[src/rtl/pipelined_adder_if.sv]
// rtl/pipelined_adder_if.sv - operand/result bundle for the pipelined adder
interface pipelined_adder_if #(
  parameter int WIDTH = 32
);
  logic             i_valid;
  logic             i_stall;
  logic [WIDTH-1:0] i_op1;
  logic [WIDTH-1:0] i_op2;
  logic             i_sub;
  logic             i_signed;
  logic             o_valid;
  logic [WIDTH-1:0] o_result;
  logic             o_carry;
  logic             o_overflow;

  modport master (
    output i_valid, i_stall, i_op1, i_op2, i_sub, i_signed,
    input  o_valid, o_result, o_carry, o_overflow
  );

  modport slave (
    input  i_valid, i_stall, i_op1, i_op2, i_sub, i_signed,
    output o_valid, o_result, o_carry, o_overflow
  );
endinterface

[src/rtl/pipelined_adder.sv]
// rtl/pipelined_adder.sv - chunked add/sub with one carry hop per clock
module pipelined_adder #(
  parameter int WIDTH  = 32,
  parameter int STAGES = 4
) (
  input logic             i_clk,
  input logic             i_rst_n,
  pipelined_adder_if.slave bus
);
  localparam int CHUNK = WIDTH / STAGES;

  // Layer 0 holds the captured operands; layer k+1 holds the result after chunk k.
  // Full operand words ride along every layer so each chunk meets its carry in step;
  // the result word accumulates chunks, so lower chunks are already deskewed.
  logic             v_q [0:STAGES];
  logic             c_q [0:STAGES];
  logic [WIDTH-1:0] r_q [0:STAGES];
  logic             s_q [0:STAGES-1];
  logic [WIDTH-1:0] a_q [0:STAGES-1];
  logic [WIDTH-1:0] b_q [0:STAGES-1];
  logic             ovf_q;

  logic [CHUNK:0]   sum   [0:STAGES-1];
  logic [WIDTH-1:0] r_nxt [0:STAGES-1];

  // Per-stage CHUNK+1-bit adder and the partial result word it produces
  always_comb begin
    for (int k = 0; k < STAGES; k++) begin
      sum[k]   = {1'b0, a_q[k][k*CHUNK +: CHUNK]}
               + {1'b0, b_q[k][k*CHUNK +: CHUNK]}
               + {{CHUNK{1'b0}}, c_q[k]};
      r_nxt[k] = r_q[k];
      r_nxt[k][k*CHUNK +: CHUNK] = sum[k][CHUNK-1:0];
    end
  end

  // Pipeline advance: capture, carry hop per stage, global hold on stall
  always_ff @(posedge i_clk or negedge i_rst_n) begin
    if (!i_rst_n) begin
      for (int k = 0; k <= STAGES; k++) begin
        v_q[k] <= 1'b0;
        c_q[k] <= 1'b0;
        r_q[k] <= '0;
      end
      for (int k = 0; k < STAGES; k++) begin
        s_q[k] <= 1'b0;
        a_q[k] <= '0;
        b_q[k] <= '0;
      end
      ovf_q <= 1'b0;
    end else if (!bus.i_stall) begin
      // subtract is op1 + ~op2 + 1; the +1 enters as the stage-0 carry
      v_q[0] <= bus.i_valid;
      a_q[0] <= bus.i_op1;
      b_q[0] <= bus.i_sub ? ~bus.i_op2 : bus.i_op2;
      c_q[0] <= bus.i_sub;
      s_q[0] <= bus.i_signed;
      r_q[0] <= '0;
      for (int k = 0; k < STAGES; k++) begin
        v_q[k+1] <= v_q[k];
        c_q[k+1] <= sum[k][CHUNK];
        r_q[k+1] <= r_nxt[k];
      end
      for (int k = 1; k < STAGES; k++) begin
        a_q[k] <= a_q[k-1];
        b_q[k] <= b_q[k-1];
        s_q[k] <= s_q[k-1];
      end
      // overflow: operand signs agree (after op2 inversion) but result sign differs
      ovf_q <= s_q[STAGES-1]
             & (a_q[STAGES-1][WIDTH-1] == b_q[STAGES-1][WIDTH-1])
             & (sum[STAGES-1][CHUNK-1] != a_q[STAGES-1][WIDTH-1]);
    end
  end

  assign bus.o_valid    = v_q[STAGES];
  assign bus.o_result   = r_q[STAGES];
  assign bus.o_carry    = c_q[STAGES];
  assign bus.o_overflow = ovf_q;
endmodule

[src/flat_wrapper.sv]
// flat-port wrapper written by rule: the top's interface ports become plain ports
module pipelined_adder_flat 
#(
  parameter int WIDTH  = 32,
  parameter int STAGES = 4
)
  (i_clk, i_rst_n, bus_i_valid, bus_i_stall, bus_i_op1, bus_i_op2, bus_i_sub, bus_i_signed, bus_o_valid, bus_o_result, bus_o_carry, bus_o_overflow);
  pipelined_adder_if #(.WIDTH(WIDTH)) bus_i ();
  input logic i_clk;
  input logic i_rst_n;
  input wire logic [$bits(bus_i.i_valid)-1:0] bus_i_valid;
  input wire logic [$bits(bus_i.i_stall)-1:0] bus_i_stall;
  input wire logic [$bits(bus_i.i_op1)-1:0] bus_i_op1;
  input wire logic [$bits(bus_i.i_op2)-1:0] bus_i_op2;
  input wire logic [$bits(bus_i.i_sub)-1:0] bus_i_sub;
  input wire logic [$bits(bus_i.i_signed)-1:0] bus_i_signed;
  output wire logic [$bits(bus_i.o_valid)-1:0] bus_o_valid;
  output wire logic [$bits(bus_i.o_result)-1:0] bus_o_result;
  output wire logic [$bits(bus_i.o_carry)-1:0] bus_o_carry;
  output wire logic [$bits(bus_i.o_overflow)-1:0] bus_o_overflow;
  assign bus_i.i_valid = bus_i_valid;
  assign bus_i.i_stall = bus_i_stall;
  assign bus_i.i_op1 = bus_i_op1;
  assign bus_i.i_op2 = bus_i_op2;
  assign bus_i.i_sub = bus_i_sub;
  assign bus_i.i_signed = bus_i_signed;
  assign bus_o_valid = bus_i.o_valid;
  assign bus_o_result = bus_i.o_result;
  assign bus_o_carry = bus_i.o_carry;
  assign bus_o_overflow = bus_i.o_overflow;
  pipelined_adder #(.WIDTH(WIDTH), .STAGES(STAGES)) u_core (.i_clk(i_clk), .i_rst_n(i_rst_n), .bus(bus_i));
endmodule
[config.mk]
export PLATFORM = sky130hd
export DESIGN_NAME = pipelined_adder_flat
export DESIGN_NICKNAME = d
export VERILOG_FILES = /design/src/rtl/pipelined_adder_if.sv /design/src/rtl/pipelined_adder.sv /design/src/flat_wrapper.sv
export SDC_FILE = /design/constraint.sdc
export NUM_CORES = 1
export LEC_CHECK = 0
export ABC_CLOCK_PERIOD_IN_PS = 2400
export BUFFER_PORTS_ARGS = -buffer_cell sky130_fd_sc_hd__buf_2
export CAP_MARGIN = 0
export CORE_ASPECT_RATIO = 0.75
export CORE_MARGIN = 2
export CORE_UTILIZATION = 45
export DETAILED_ROUTE_END_ITERATION = 10
export GPL_TIMING_DRIVEN = 1
export PLACE_DENSITY = 0.62
export SETUP_SLACK_MARGIN = 0.1
export SYNTH_ARGS = -nofsm -noshare
export SYNTH_HDL_FRONTEND = slang
export SYNTH_SLANG_ARGS = --single-unit
[constraint.sdc]
create_clock -name i_clk -period 2.4 [get_ports i_clk]
set_input_delay 0.12 -clock i_clk [delete_from_list [all_inputs] [get_ports i_clk]]
set_output_delay 0.12 -clock i_clk [all_outputs]
set_load 0.005 [all_outputs]
==> summary.txt <==
Clock transition at path regs -> 60 ps
CTS tree -> built
CP startpoint kind -> register
total grt overflow -> 0
Yosys top cell area share -> 58.8%
Post-route DRC -> 0
P per Cell Area -> 957 nW/um^2
fill cell count -> 1,979
dpl cells -> 1,185
max-slew violations -> 0
met2 routed WL -> 8350 um
non-filler cells, final -> 1,297
Lkg Pwr -> 5.90 nW
WP data required -> 2790 ps
clock group share of total power -> 29.8%
WP buf/inv -> 0
DIE WIDTH -> 183 um
Syn Std Cell Area -> 10,900 sq um
Routed WL per cell -> 14.6 um
PortBufs -> 104
worst IR drop on VDD -> 556 uV
outcome -> completed
met1 wire length -> 9640 um
Avg Cell Area, Syn -> 13.6 sq um
clock sinks -> 255
internal power -> 0.00926 W
register area share after synthesis -> 58.8%
Antenna Diode Count -> 0
register bit count reported by yosys -> 255
Post-Syn Nets -> 907
RSZ-0062 raised after global routing -> yes
Initial Util -> 45.5%
Hold Path Class -> input port to register
share of layout cells above drive strength 1 -> 36.6%
root buffer cell -> clkbuf_16
Routed Antenna Nets -> 0
CORE AREA -> 23,800 sq um
sw frac -> 27.2%
Final Skew -> 6.77 ps
synth top area cells -> dfrtp_1, mux2_2, ha_1
sequential share of power -> 47.2%
initial antenna violation count -> 0
routability cong. -> 0.767
worst-path cell with the longest stage delay -> fa_1
Setup crit end kind -> register
Final Cycle Share -> 91.0%
DIE HEIGHT -> 139 um
Relative slew margins -> 59.2%
Core Rows -> 49
crit-path cells -> fa_1 > fa_1 > a21oi_2 > o211ai_1 > a21oi_2 > xor2_1 > o21ai_0
setup violators final -> 0
area delta synth->final -> 22.5%
GRT Util Overall -> 15.4%
Sw Pwr -> 0.00347 W
largest net degree at the start of global routing -> 84
combinational share of power -> 23.0%
Synth cell types -> 31
WS Path Type -> register to register
WL met3 -> 601 um
vias post-DR -> 6,368
first-pass GRT wire length -> 32,100 um
commonest non-fill, non-tap cell in the layout -> dfrtp_1
H-tree depth -> 1
synth warn -> 0
commonest cells after routing, fill and taps aside -> dfrtp_1, mux2_2, buf_2
Clock Path Buffers -> 3
CTS Buf Count -> 26
endpoints failing hold -> 0
post-layout min period -> 2180 ps
DR vias/cell -> 4.91
Iteration-0 DRC Markers -> 241
CP peak stage delay -> 500 ps
Post-layout nets -> 1,081
Worst-Margin Slew -> 612 ps
Routed WL -> 18,900 um
Arr. time, crit path -> 2580 ps
max cap viols -> 0
vias in the first global route -> 6,367
Max Freq -> 458 MHz
I/O Pins -> 105
dpl hpwl -> 12,200 um
clock latency at the later pin of the worst-skew pair -> 520 ps
setup_tns -> 0 ps
CP delay by family, top -> adder cells
area leader, netlist -> dfrtp_1
largest fanout on the critical path -> 3
die area -> 25,400 sq um
Synth Instances -> 801
uppermost routed layer -> met4
TritonRoute pass-1 iters -> 4
[power by group through the flow]
stage | registers (W) | clock network [W] | logic, W
floorplan | 0.00591 | 0 | 0.00201
global placement | 0.00606 | 0 | 0.00278
detailed placement | 0.00609 | 0 | 0.00283
CTS | 0.00602 | 0.00393 | 0.00293
global route | 0.00616 | 0.00411 | 0.00331
finish | 0.00601 | 0.00380 | 0.00293
[registers in the layout (all words and copies together), names as in the netlist, 4 cells and up]
register and cells:
u_core.c_q 4, u_core.a_q 80, u_core.v_q 4, u_core.bus.o_result 32, u_core.r_nxt 48, u_core.b_q 80
u_core.s_q 4
[path summary, 6_finish.rpt]
check	startpoint	to	depth (start not counted)	slack, ps
worst max register to register	u_core.b_q[24]	u_core.bus.o_result[30]	7	220
min in group asynchronous	i_rst_n	u_core.bus.o_result[5]	2	160
max in group asynchronous	i_rst_n	u_core.r_nxt[70]	3	1510
worst min register to register	u_core.b_q[110]	u_core.b_q[110]	2	480
worst min-delay path	bus_i_stall	u_core.b_q[96]	3	90
worst max-delay path	u_core.b_q[24]	u_core.bus.o_result[30]	7	220
[worst min-delay path: cells and delay by family]
kind | cells | cell delay, ps
buf+inv | 1 | 250
simple gates | 1 | 110
compound gates | 1 | 70
[routing by layer]
layer	track usage [%]	vias to the layer above
li1	-	3140
met1	22.8	3118
met2	23.7	84
met3	2.82	26
met4	3.20	0
met5	0	-
[timing repair]
item,in CTS,in global routing
hold buffers,67,0
endpoints found under the setup margin,0,7
resized for setup,0,9
buffers inserted,0,1
endpoints found under the hold margin,129,0
[area by class of cell]
class | count | area [sq um] | area share [%]
clock inverter | 4 | 22.5 | 0.169
multi-input combinational | 498 | 4290 | 32.2
tap | 306 | 383 | 2.88
clock buffer | 40 | 785 | 5.90
inverter | 8 | 30.0 | 0.226
sequential | 255 | 6380 | 48.0
timing repair buffer | 186 | 1410 | 10.6
[synthesized netlist by cell type, drive strengths merged]
| master | number |
|---|---|
| o211ai | 3 |
| inv | 8 |
| a21o | 4 |
| a31oi | 4 |
| fa | 8 |
| ha | 28 |
| nand2b | 6 |
| a32o | 1 |
| mux2 | 193 |
| xor2 | 16 |
| clkbuf | 9 |
| xnor2 | 37 |
| buf | 31 |
| nor2 | 11 |
| nor2b | 4 |
| o31ai | 6 |
| o21a | 3 |
| a211oi | 5 |
| nand2 | 65 |
| o21ai | 66 |
| a21oi | 18 |
| o31a | 1 |
| dfrtp | 255 |
| nor3 | 15 |
| o21bai | 4 |
[cell families after synthesis]
logic type	Yosys count	synth area share, %
flip-flops	255	58.8
multiplexers	193	20.0
AO/OA/AOI/OAI	115	6.27
AND/OR/NAND/NOR	101	3.94
XOR/XNOR	53	4.28
buffers and inverters	48	2.02
adder cells (fa/ha/maj)	36	4.70
[metrics by stage]
| stage | utilization (%) | power (W) | hold WS [ps] | worst slack [ps] | area, sq um |
|---|---|---|---|---|---|
| after global placement | 49.4 | 0.00884 | 132 | 178 | 11800 |
| after global routing | 55.8 | 0.0136 | 117 | 72.8 | 13300 |
| after floorplan | - | 0.00791 | -176 | 296 | 10900 |
| final | 55.8 | 0.0127 | 93.0 | 217 | 13300 |
| after detailed placement | 49.4 | 0.00892 | 125 | 125 | 11800 |
| after CTS | 55.6 | 0.0129 | 77.2 | 107 | 13300 |
No activity file was read; power rests on OpenSTA's default activity.
